### config.mk
export PLATFORM = sky130hd
export DESIGN_NAME = manchester_decoder
export DESIGN_NICKNAME = d
export VERILOG_FILES = /design/src/rtl/manchester_decoder_pkg.sv /design/src/rtl/manchester_pair_check.sv /design/src/rtl/manchester_decoder.sv
export SDC_FILE = /design/constraint.sdc
export NUM_CORES = 1
export LEC_CHECK = 0
export BUFFER_PORTS_ARGS = -buffer_cell sky130_fd_sc_hd__buf_4
export CAP_MARGIN = 20
export CORE_MARGIN = 8
export CORE_UTILIZATION = 40
export DETAILED_ROUTE_END_ITERATION = 6
export SYNTH_ARGS = -nofsm -noshare
export SYNTH_HDL_FRONTEND = slang
export SYNTH_HIERARCHICAL = 1
export SYNTH_SLANG_ARGS = --single-unit
### constraint.sdc
create_clock -name clk -period 3.7 [get_ports clk]
set_input_delay 0.555 -clock clk [delete_from_list [all_inputs] [get_ports clk]]
set_output_delay 0.555 -clock clk [all_outputs]
set_load 0.02 [all_outputs]
### src/rtl/manchester_decoder_pkg.sv
// Shared definitions for the Manchester decoder: FSM state encodings, the
// default data width, and the bit-index counter width.
//
// Optional feature macro used by the decoder: MANCHESTER_PARITY_EN
// (adds one even-parity Manchester bit after the data bits).
package manchester_decoder_pkg;

  localparam int DEFAULT_WIDTH = 8;

  // The index counter must hold 0..16: data positions for WIDTH up to 16,
  // plus the parity slot (index == WIDTH) when parity is enabled.
  localparam int IDX_W = 5;

  typedef enum logic [1:0] {
    IDLE     = 2'd0,
    FIRST    = 2'd1,
    SECOND   = 2'd2,
    WAIT_LOW = 2'd3
  } state_e;

endpackage

### src/rtl/manchester_pair_check.sv
// Half-bit pair check built from NAND and inverter cells.
//
// Ports:
//   first_half  - registered first-half sample of the current bit
//   second_half - live line value during the second half
//   pair_ok     - 1 when the two halves differ (valid Manchester transition)
//   bit_val     - decoded bit value (equal to the second half)
module manchester_pair_check (
  input  logic first_half,
  input  logic second_half,
  output logic pair_ok,
  output logic bit_val
);

  wire n_ab;
  wire n_a;
  wire n_b;
  wire xor_w;
  wire second_n;
  wire bit_w;

  // Four-NAND XOR: the halves must be complements of each other.
  nand u_nand_ab (n_ab, first_half, second_half);
  nand u_nand_a  (n_a, first_half, n_ab);
  nand u_nand_b  (n_b, second_half, n_ab);
  nand u_nand_x  (xor_w, n_a, n_b);

  // The decoded bit is the second half, buffered through two inverters.
  not  u_inv_0   (second_n, second_half);
  not  u_inv_1   (bit_w, second_n);

  assign pair_ok = xor_w;
  assign bit_val = bit_w;

endmodule

### src/rtl/manchester_decoder.sv
// Manchester line decoder. Bit b is sent as two clk cycles: ~b then b.
// The idle line is 0; a frame is a start bit (0 then 1) followed by WIDTH
// data bits, LSB first. With MANCHESTER_PARITY_EN defined, one extra
// Manchester bit carrying even parity over the data follows the data.
//
// Ports:
//   clk   - clock, all state changes on the rising edge
//   rst   - synchronous active-high reset
//   a     - serial Manchester line, one half-bit per clk cycle
//   q     - last correctly decoded word (WIDTH bits)
//   valid - one-cycle pulse, q holds a new word
//   err   - one-cycle pulse, the frame was aborted
//   busy  - high while a frame is being received
module manchester_decoder
  import manchester_decoder_pkg::*;
#(
  parameter int WIDTH = DEFAULT_WIDTH
) (
  input  logic             clk,
  input  logic             rst,
  input  logic             a,
  output logic [WIDTH-1:0] q,
  output logic             valid,
  output logic             err,
  output logic             busy
);

  localparam logic [IDX_W-1:0] LAST_IDX = IDX_W'(WIDTH - 1);
`ifdef MANCHESTER_PARITY_EN
  localparam logic [IDX_W-1:0] PAR_IDX = IDX_W'(WIDTH);
`endif

  state_e             state_q, state_d;
  logic [IDX_W-1:0]   index_q, index_d;
  logic [WIDTH-1:0]   shift_q, shift_d;
  logic [WIDTH-1:0]   q_q, q_d;
  logic               first_q, first_d;
  logic               valid_q, valid_d;
  logic               err_q, err_d;
  logic               prev_q, prev_d;

  logic               pair_ok;
  logic               bit_val;

  manchester_pair_check u_pair_check (
    .first_half  (first_q),
    .second_half (a),
    .pair_ok     (pair_ok),
    .bit_val     (bit_val)
  );

  always_comb begin
    // NOTE: every signal gets a default before the case so no path leaves
    // one unassigned, which would otherwise infer a latch.
    state_d = state_q;
    index_d = index_q;
    shift_d = shift_q;
    q_d     = q_q;
    first_d = first_q;
    valid_d = 1'b0;
    err_d   = 1'b0;
    prev_d  = a;

    case (state_q)
      IDLE: begin
        // Start bit: rising edge on the line (prev low, now high).
        if (a && !prev_q) begin
          state_d = FIRST;
          index_d = '0;
        end
      end

      FIRST: begin
        first_d = a;
        state_d = SECOND;
      end

      SECOND: begin
        if (!pair_ok) begin
          // No mid-bit transition: abort and wait for the line to drop.
          err_d   = 1'b1;
          state_d = WAIT_LOW;
        end
`ifdef MANCHESTER_PARITY_EN
        else if (index_q == PAR_IDX) begin
          state_d = IDLE;
          if (bit_val == ^shift_q) begin
            q_d     = shift_q;
            valid_d = 1'b1;
          end else begin
            err_d = 1'b1;
          end
        end
`endif
        else begin
          for (int i = 0; i < WIDTH; i++) begin
            if (index_q == IDX_W'(i)) shift_d[i] = bit_val;
          end
          if (index_q == LAST_IDX) begin
`ifdef MANCHESTER_PARITY_EN
            index_d = index_q + 1'b1;
            state_d = FIRST;
`else
            // Load q from shift_d so the final bit lands on this edge.
            q_d     = shift_d;
            valid_d = 1'b1;
            state_d = IDLE;
`endif
          end else begin
            index_d = index_q + 1'b1;
            state_d = FIRST;
          end
        end
      end

      WAIT_LOW: begin
        if (!a) state_d = IDLE;
      end

      default: state_d = IDLE;
    endcase
  end

  // NOTE: sequential state uses non-blocking assignments only, so every
  // flop samples the values from before this edge.
  always_ff @(posedge clk) begin
    if (rst) begin
      // NOTE: the shift register is reset along with the control state; it
      // is small and a known value keeps q traceable after reset.
      state_q <= IDLE;
      index_q <= '0;
      shift_q <= '0;
      q_q     <= '0;
      first_q <= 1'b0;
      valid_q <= 1'b0;
      err_q   <= 1'b0;
      // prev resets high so a line held high through reset is not
      // mistaken for a start-bit edge.
      prev_q  <= 1'b1;
    end else begin
      state_q <= state_d;
      index_q <= index_d;
      shift_q <= shift_d;
      q_q     <= q_d;
      first_q <= first_d;
      valid_q <= valid_d;
      err_q   <= err_d;
      prev_q  <= prev_d;
    end
  end

  assign q     = q_q;
  assign valid = valid_q;
  assign err   = err_q;
  assign busy  = (state_q == FIRST) || (state_q == SECOND);

endmodule

## After elaboration in Yosys (flattened, before gate mapping)

Cells that the tools add are included.

| operators by class | value |
|---|---|
| reduce and logical (&&, ||, !) cells | 12 |
| multiplexer cells | 19 |
| equality and inequality tests | 14 |
| $add $sub $neg | 1 |
| bitwise operators | 9 |

Operators with widths:

| cell | number |
|---|---|
| $eq 5x3->1 const B | 4 |
| $mux 5 | 3 |
| $mux 1 | 11 |
| $eq 5x2->1 const B | 2 |
| $pmux 5 s2 | 1 |
| $ne 2x2->1 const B | 4 |
| $pmux 2 s4 | 1 |
| $mux 2 | 3 |
| $add 5x1->5 const B | 1 |
| $eq 5x1->1 const B | 1 |
| $logic_not 5->1 | 1 |
| $not 1->1 | 5 |
| $and 1x1->1 | 4 |
| $eq 2x2->1 const B | 2 |
| $reduce_and 2->1 | 2 |
| $reduce_and 4->1 | 1 |
| $reduce_and 3->1 | 1 |
| $reduce_or 3->1 | 1 |
| $eq 2x1->1 const B | 1 |
| $logic_not 2->1 | 1 |
| $reduce_bool 2->1 | 1 |
| $reduce_or 2->1 | 1 |
| $logic_and 1x1->1 | 1 |
| $logic_not 1->1 | 1 |
| $logic_or 1x1->1 | 1 |

| word-level totals | value |
|---|---|
| word-level logic and storage cells | 63 |
| output and inout port bits | 11 |
| bits in registers | 27 |

## Longest topological paths before layout

Gate-level depths: netlist of run 1.

| logic depth | value |
|---|---|
| depth after elaboration | 7 |
| depth in mapped cells | 9 |

## Hierarchy

The synthesis of run 1 kept the hierarchy.

By module, submodules not included:

| module | cells an instance | instances | area each (um2) |
|---|---|---|---|
| manchester_decoder | 148 | 1 | 1415.1 |
| manchester_pair_check | 2 | 1 | 16.3 |

## Least setup slack after synthesis of run 1

No wires, ideal clock.

| timing path | value |
|---|---|
| path kind | reg2reg |
| from | reg state_q[0] |
| to | reg q_q[2], in the netlist q[2] |
| arrival time | 1502 ps |
| library setup time | 135 ps |
| cell stages (with the launch flop) | 10 |
| clock period less this slack | 1637 ps |
| path slack | 2063 ps |
| buffers on the path | 3 |
| cells stage by stage | dfxtp_1 -> inv_1 -> ha_1 -> buf_2 -> and2_1 -> buf_2 -> and2_1 -> buf_6 -> nor2_1 -> nor3_2 |

| on the way | value |
|---|---|
| longest elaborated chain between the ends | 2 |

RTL lines:

| element | RTL line | RTL |
|---|---|---|
| start, declared | manchester_decoder.sv:33 | `state_e state_q, state_d;` |
| start signal, assigned | manchester_decoder.sv:141 | `state_q <= state_d;` |
| $eq 2x2->1 | manchester_decoder.sv:64 | `case (state_q)` |
| $reduce_and 3->1 (no line) | -- |  |
| end signal, assigned | manchester_decoder.sv:144 | `q_q <= q_d;` |
| end, declared | manchester_decoder.sv:36 | `logic [WIDTH-1:0] q_q, q_d;` |

Every way passes these cells.
A chain may end at the register's enable or synchronous reset.

## Worst setup path in the final report of run 1

| timing path | value |
|---|---|
| from | reg index_q[1] |
| to | reg q_q[3], in the netlist q[3] |

| on the way | value |
|---|---|
| longest elaborated chain between the ends | 2 |
| elaborated cells between the ends (all ways) | 4 |
| classes of those cells | 2 x eq/ne; 1 x mux; 1 x reduce/logical |

RTL lines:

| element | RTL line | RTL |
|---|---|---|
| start, declared | manchester_decoder.sv:34 | `logic [IDX_W-1:0] index_q, index_d;` |
| start signal, assigned | manchester_decoder.sv:142 | `index_q <= index_d;` |
| $eq 5x3->1 / $eq 5x2->1 (equally long branches) | manchester_decoder.sv:99, manchester_decoder.sv:97 |  |
| $reduce_and 3->1 (no line) / $mux 1 (equally long branches) | -- |  |

Parallel ways exist; a longest one is shown, timed or not.

==> qor.yml, run 1 <==
grt:
  grt_start_max_net_pins: 28
  grt_antenna_before_repair: 0
  grt_overflow: 0
  grt.total_usage: 0.107
  grt_pass1_wl_mm: 4.75
  grt_pass1_vias: 1018
worst_hold_path:
  hold_class: "flip-flop to flip-flop"
  hp-start: "q[7]"
  whs_path_depth: 2
  min_to: "q[7]"
sta:
  setup_viol: 0
  finalHoldViolCount: 0
  slew_headroom: 0.616
  maxSlewViolCount: 0
  layout_setup_ws_ns: 1.77
  post-route-period-util: 0.523
  worst_slew_pin_slew_ns: 0.575
  finClkSkew_ns: 0.00463
  setup_tns_ns: 0
  max_freq_ghz: 0.517
  finalCriticalPeriod_ns: 1.93
  rsz0062_at_grt: "false"
critical_path:
  crit_arrival_ns: 2.16
  cp_data_required_time_ns: 3.93
  cp-start-kind: "flip-flop"
  worstPathMaxFanout: 9
  worstReg2RegStart: "index_q[1]"
  critPathCaptureType: "flip-flop"
  path_class: "flip-flop to flip-flop"
  rr_worst_depth: 5
  r2r_setup_slack_ns: 1.77
  r2r_end: "q[3]"
floorplan:
  die_area_mm2: 0.00575
  fp.dieH_um: 75.8
  io_pins: 14
  core_region_area_mm2: 0.00339
  initial_core_util: 0.422
  rows: 21
  die_width_um: 75.8
placed_design:
  place_ws_ns: 1.60
  place_area_mm2: 0.00151
  gp_congestion: 0.755
  dp_hpwl_mm: 1.98
  numPortBuffers: 13
run_status:
  status: "finished clean"
logic_synthesis:
  syn_nets: 161
  synth-seq-area-share: 0.364
  netlist_top_cells_count: "nor2_1 (32), dfxtp_1 (26), ha_1 (8), mux2_2 (8)"
  ys_types: 37
  async_flop_share: 0
  synth_top_area_frac: 0.364
  syn_area_mm2: 0.00143
  ys.flop_type: "dfxtp_1"
  synth_area_per_cell_um2: 9.54
  yosys_warnings: 6
  synth_edf_count: 0
  synth_area_leaders: "dfxtp_1 (36%), nor2_1 (8.4%), ha_1 (7.0%)"
  synthCells: 150
  yosysMostFrequentCell: "nor2_1"
  synth_seq_cells: 26
  synth_top_cell_by_area: "dfxtp_1"
detailed_routing:
  routed_wl_mm: 2.76
  first_pass_iters: 4
  routed_via_density: 5.06
  wl_per_cell_um: 13.7
  ant_nets: 0
  drt_iter0_markers: 39
  drc: 0
  vias: 1023
cts:
  tritoncts: "yes"
  htree_levels: 1
  clkLatencyLatePin_ns: 0.33
  clkSlewWorstSetupHoldPaths_ns: 0.15
  root_buffer: "clkbuf_4"
  clock_sinks: 26
  post_cts_buffers: 0
  cts-resized-gates: 0
  numCtsBuffers: 3
  cts_hold_buf: 0
  clk_path_buf_depth: 2
final_layout:
  fin_area_mm2: 0.00156
  drive_gt1_frac: 0.301
  fill_cells: 326
  nets: 168
  diodes: 0
  area_growth_pct: 9.09
power:
  leakage_nw: 0.609
  ir_drop_v: 0.000308
  p_per_area_mw_per_mm2: 461
job:
  drv_cap: 0
how the worst max path moves through the flow:
stage	from	endpoint	slack [ns]	cells after the start
2_1_floorplan	state_q[0]	q[2]	2.06	9
3_3_place_gp	a	q[4]	1.67	6
3_5_place_dp	a	q[6]	1.60	6
4_1_cts	index_q[1]	q[3]	1.75	5
5_1_grt	index_q[1]	q[5]	1.59	5
6_report	index_q[1]	q[3]	1.77	5
cells by family after synthesis:
kind of cell / count (synthesis) / share of synthesized area
buf+inv: 15 / 0.0647
mux: 11 / 0.0874
xor+xnor: 1 / 0.00612
fa+ha+maj: 8 / 0.0699
flops: 26 / 0.364
compound gates: 16 / 0.0822
simple gates: 73 / 0.326
power by group:
| part | switching, W | internal, W |
|---|---|---|
| Clock | 0.0000887 | 0.000110 |
| Sequential | 0.0000179 | 0.000304 |
| Combinational | 0.000120 | 0.0000785 |
| Total | 0.000227 | 0.000492 |
worst max-delay path, stage by stage (launching register included):
cell and delay, ns:
dfxtp_1 0.44, ha_1 0.26, nor4bb_4 0.53, nand2_1 0.29, nor2_1 0.23, nor3_2 0.06
layout make-up:
cell class / count / area [um2] / area share
clock inverters: 1 / 30.0 / 0.0192
flip-flops and latches: 26 / 520 / 0.333
multi-input cells: 109 / 818 / 0.524
clock buffers: 3 / 22.5 / 0.0144
repair buffers: 13 / 97.6 / 0.0625
well taps: 46 / 57.6 / 0.0369
inverters: 4 / 15.0 / 0.00962
per-stage QoR:
stage | power (W) | hold WS (ns) | std cells | util
after floorplan | 0.000483 | 0.466 | 150 | -
after global placement | 0.000523 | 0.459 | 198 | 0.445
after detailed placement | 0.000525 | 0.477 | 198 | 0.445
after CTS | 0.000728 | 0.496 | 202 | 0.461
after global routing | 0.000769 | 0.494 | 202 | 0.461
final | 0.000719 | 0.498 | 202 | 0.461
layer usage:
layer / share of wire / vias to the layer above / routed length, um / GRT usage
li1: - / 522 / - / -
met1: 0.50 / 484 / 1380 / 0.131
met2: 0.46 / 15 / 1260 / 0.171
met3: 0.033 / 2 / 92 / 0.0342
met4: 0.011 / 0 / 29 / 0.0384
met5: 0 / - / 0 / 0
state kept, by name, indices dropped and copies added (netlist names):
| register | cells |
|---|---|
| first_q | 1 |
| q | 8 |
| valid | 1 |
| err | 1 |
| prev_q | 1 |
| index_q | 5 |
| shift_q | 7 |
| state_q | 2 |
layout by cell type (no fill, tap or decap), drive strengths merged, types with 2 or more instances in the layout:
master / Yosys / layout
a2111oi: 2 / 2
a211oi: 2 / 2
a21oi: 7 / 7
and2: 2 / 2
and4bb: 2 / 2
buf: 9 / 13
clkbuf: 2 / 3
dfxtp: 26 / 26
ha: 8 / 8
inv: 4 / 4
mux2: 9 / 9
mux2i: 2 / 2
nand2: 9 / 9
nand2b: 2 / 2
nand3: 3 / 3
nor2: 32 / 32
nor3: 14 / 14
nor4b: 5 / 5
nor4bb: 2 / 2
Note: power is estimated with default switching activity, not from simulation.
==> run 2, diff against run 1 <==
--- a/config.mk
+++ b/config.mk
@@ -5,6 +5,7 @@
 export SDC_FILE = /design/constraint.sdc
 export NUM_CORES = 1
 export LEC_CHECK = 0
+export ABC_AREA = 1
 export BUFFER_PORTS_ARGS = -buffer_cell sky130_fd_sc_hd__buf_4
 export CAP_MARGIN = 20
 export CORE_MARGIN = 8
==> constraint.sdc (replaced) <==
create_clock -name clk -period 1.9 [get_ports clk]
set_input_delay 0.285 -clock clk [delete_from_list [all_inputs] [get_ports clk]]
set_output_delay 0.285 -clock clk [all_outputs]
set_load 0.02 [all_outputs]
==> run 2 against run 1 <==
Clock-buffer cell count stayed put; global-route usage is 1.3 points higher; die area is 1.0% lower; flip-flop and latch count stayed put; fmax is 16% higher; first-iteration DRC count is 64% higher; routed wire length is 11% higher; clock power is 96% higher; power is 140% higher; final area is 0.16% higher; register-to-register slack worse by 1.5 ns.
==> qor.yml, run 2 <==
grt:
  grt_pass1_wl_mm: 5.35  # +13%
  grt_overflow: 0  # unchanged
  grt.total_usage: 0.120  # +0.0131
  grt_antenna_before_repair: 0  # unchanged
  grt_pass1_vias: 1150  # +13%
  grt_start_max_net_pins: 20  # -29%
final_layout:
  post-route-util: 0.465  # +0.00434
  seq_area_um2: 520  # unchanged
  layout_commonest_cell: "nand2_1"
  nets: 221  # +32%
  fill_cells: 363  # +11%
  final_cell_mix: "nand2_1 (41), nor2_1 (32), o21ai_0 (26), dfxtp_1 (26), inv_1 (23)"
  largest_reg_flops: 8  # unchanged
  drive_gt1_frac: 0.139  # -0.163
  diodes: 0  # unchanged
  area_growth_pct: 10.7
  multiInputGateArea_um2: 734  # -10%
critical_path:
  r2r_end: "q[4]"
  crit_buf_inv: 3  # +3
  worstReg2RegStart: "state_q[0]"
  max_stage_delay_ns: 0.36  # -0.17 ns
  cp_slowest_cell: "dfxtp_1"
  worstPathMaxFanout: 12  # +3
  path_class: "flip-flop to flip-flop"
  crit_arrival_ns: 1.95  # -0.21 ns
  rr_worst_depth: 8  # +3
  worstPathCellList: "inv_1 > ha_2 > nand2_1 > inv_2 > nand3_4 > inv_2 > o21ai_0 > nor2_1"
  cp-start-kind: "flip-flop"
  cp_data_required_time_ns: 2.18  # -1.75 ns
  critPathCaptureType: "flip-flop"
  r2r_setup_slack_ns: 0.23  # -1.54 ns
  cpMostUsedCell: "inv_2"
  cp_top_family: "simple AND/OR/NAND/NOR gates"
floorplan:
  rows: 21  # unchanged
  core_region_area_mm2: 0.00336  # -0.78%
  die_area_mm2: 0.00569  # -1.0%
  die_width_um: 75.4  # -0.52%
  io_pins: 14  # unchanged
  fp.dieH_um: 75.4  # -0.52%
  initial_core_util: 0.420  # -0.00228
sta:
  max_freq_ghz: 0.598  # +16%
  holdWs_ns: 0.175  # -0.323 ns
  setup_viol: 0  # unchanged
  setup_tns_ns: 0  # unchanged
  slew_headroom: 0.652  # +0.0361
  finalCriticalPeriod_ns: 1.67  # -0.262 ns
  rsz0062_at_grt: "false"
  worst_slew_pin_slew_ns: 0.522  # -0.0539 ns
  finalHoldViolCount: 0  # unchanged
  post-route-period-util: 0.880  # +0.357
  finClkSkew_ns: 0.00463  # +0.00000689 ns
  maxSlewViolCount: 0  # unchanged
logic_synthesis:
  async_flop_share: 0  # unchanged
  yosysMostFrequentCell: "nand2_1"
  synth_area_leaders: "dfxtp_1 (37%), nand2_1 (11%), o21ai_0 (9.2%)"
  ys.flop_type: "dfxtp_1"
  synth_edf_count: 0  # unchanged
  synth-seq-area-share: 0.368  # +0.00483
  syn_area_mm2: 0.00141  # -1.3%
  synth_top_area_frac: 0.368  # +0.00483
  netlist_top_cells_count: "nand2_1 (41), nor2_1 (32), dfxtp_1 (26), o21ai_0 (26), inv_1 (23)"
  ys_types: 20  # -46%
  synth_top_cell_by_area: "dfxtp_1"
  syn_nets: 210  # +30%
  yosys_warnings: 6  # unchanged
  synthCells: 199  # +33%
  synth_area_per_cell_um2: 7.10  # -26%
  synth_seq_cells: 26  # unchanged
detailed_routing:
  vias: 1253  # +22%
  wl_per_cell_um: 12.0  # -12%
  routed_via_density: 4.91  # -3.0%
  drt_iter0_markers: 64  # +64%
  routed_wl_mm: 3.07  # +11%
  ant_nets: 0  # unchanged
  first_pass_iters: 7  # +3
  drc: 0  # unchanged
cts:
  root_buffer: "clkbuf_4"
  clock_sinks: 26  # unchanged
  htree_levels: 1  # unchanged
  post_cts_buffers: 0  # unchanged
  clk_path_buf_depth: 2  # unchanged
  numCtsBuffers: 3  # unchanged
  clkLatencyLatePin_ns: 0.33  # about the same
  clkSlewWorstSetupHoldPaths_ns: 0.15  # about the same
  tritoncts: "yes"
run_status:
  status: "finished clean"
worst_hold_path:
  hp-start: "rst"
  hold_class: "input pin to flip-flop"
  min_to: "index_q[2]"
  whs_path_depth: 2  # unchanged
power:
  p_per_area_mw_per_mm2: 1110  # +140%
  total_power_w: 0.00174  # +140%
  leakage_nw: 0.775  # +27%
  ir_drop_v: 0.000406  # +32%
placed_design:
  numPortBuffers: 13  # unchanged
  gp_congestion: 0.819  # +8.4%
  dp_hpwl_mm: 2.36  # +19%
job:
  drv_cap: 0  # unchanged
-- run 2: repair_timing --
item / 4_1_cts / 5_1_grt
resized for setup: 0 / 1
hold buffers: 0 / 0
hold endpoints to repair: 0 / 0
endpoints found under the setup margin: 0 / 8
-- run 2: power breakdown --
group | internal [W] | leakage (nW) | switching [W] | total, W
Clock | 0.000214 | 0.0279 | 0.000175 | 0.000389
Sequential | 0.000616 | 0.211 | 0.0000545 | 0.000671
Combinational | 0.000235 | 0.536 | 0.000449 | 0.000684
-- run 2: layout make-up --
| type | instances | area share |
|---|---|---|
| repair buffers | 13 | 0.0624 |
| inverters | 27 | 0.0648 |
| clock inverters | 1 | 0.0192 |
| well taps | 46 | 0.0368 |
| flip-flops and latches | 26 | 0.333 |
| clock buffers | 3 | 0.0144 |
| multi-input cells | 139 | 0.470 |
-- run 2: worst max path at each step --
stage,slack [ns],cells past startpoint,startpoint,endpoint
6_report,0.23,8,state_q[0],q[4]
5_1_grt,0.003,8,state_q[0],q[6]
4_1_cts,0.12,8,state_q[0],q[4]
3_5_place_dp,0.17,8,state_q[0],q[4]
3_3_place_gp,0.27,8,state_q[0],q[6]
2_1_floorplan,0.50,8,state_q[0],q[0]
-- run 2: worst register-to-register path, delay by kind of cell, from the launching register on --
kind | cells | cell delay (ns)
buffers and inverters | 3 | 0.44
flip-flops | 1 | 0.36
AND/OR/NAND/NOR | 3 | 0.45
AO/OA/AOI/OAI | 1 | 0.08
adder cells (fa/ha/maj) | 1 | 0.29
-- run 2: kinds of logic after synthesis --
family          after synthesis  share of synthesized area
flops                        26                      0.368
buf+inv                      34                      0.113
simple gates                 94                      0.313
compound gates               37                      0.135
fa+ha+maj                     8                     0.0709
-- run 2: through the flow --
stage	instance area (um2)	std cells	setup WS, ns
2_1_floorplan	1410	199	0.496
3_3_place_gp	1510	251	0.269
3_5_place_dp	1510	251	0.168
4_1_cts	1560	255	0.115
5_1_grt	1560	255	0.00275
6_report	1560	255	0.228
-- run 2: metal layers --
| metal | vias to the layer above | global-route usage | share of wire |
|---|---|---|---|
| li1 | 653 | - | - |
| met1 | 573 | 0.155 | 0.47 |
| met2 | 25 | 0.194 | 0.48 |
| met3 | 2 | 0.0263 | 0.042 |
| met4 | 0 | 0.0384 | 0.0059 |
| met5 | - | 0 | 0 |
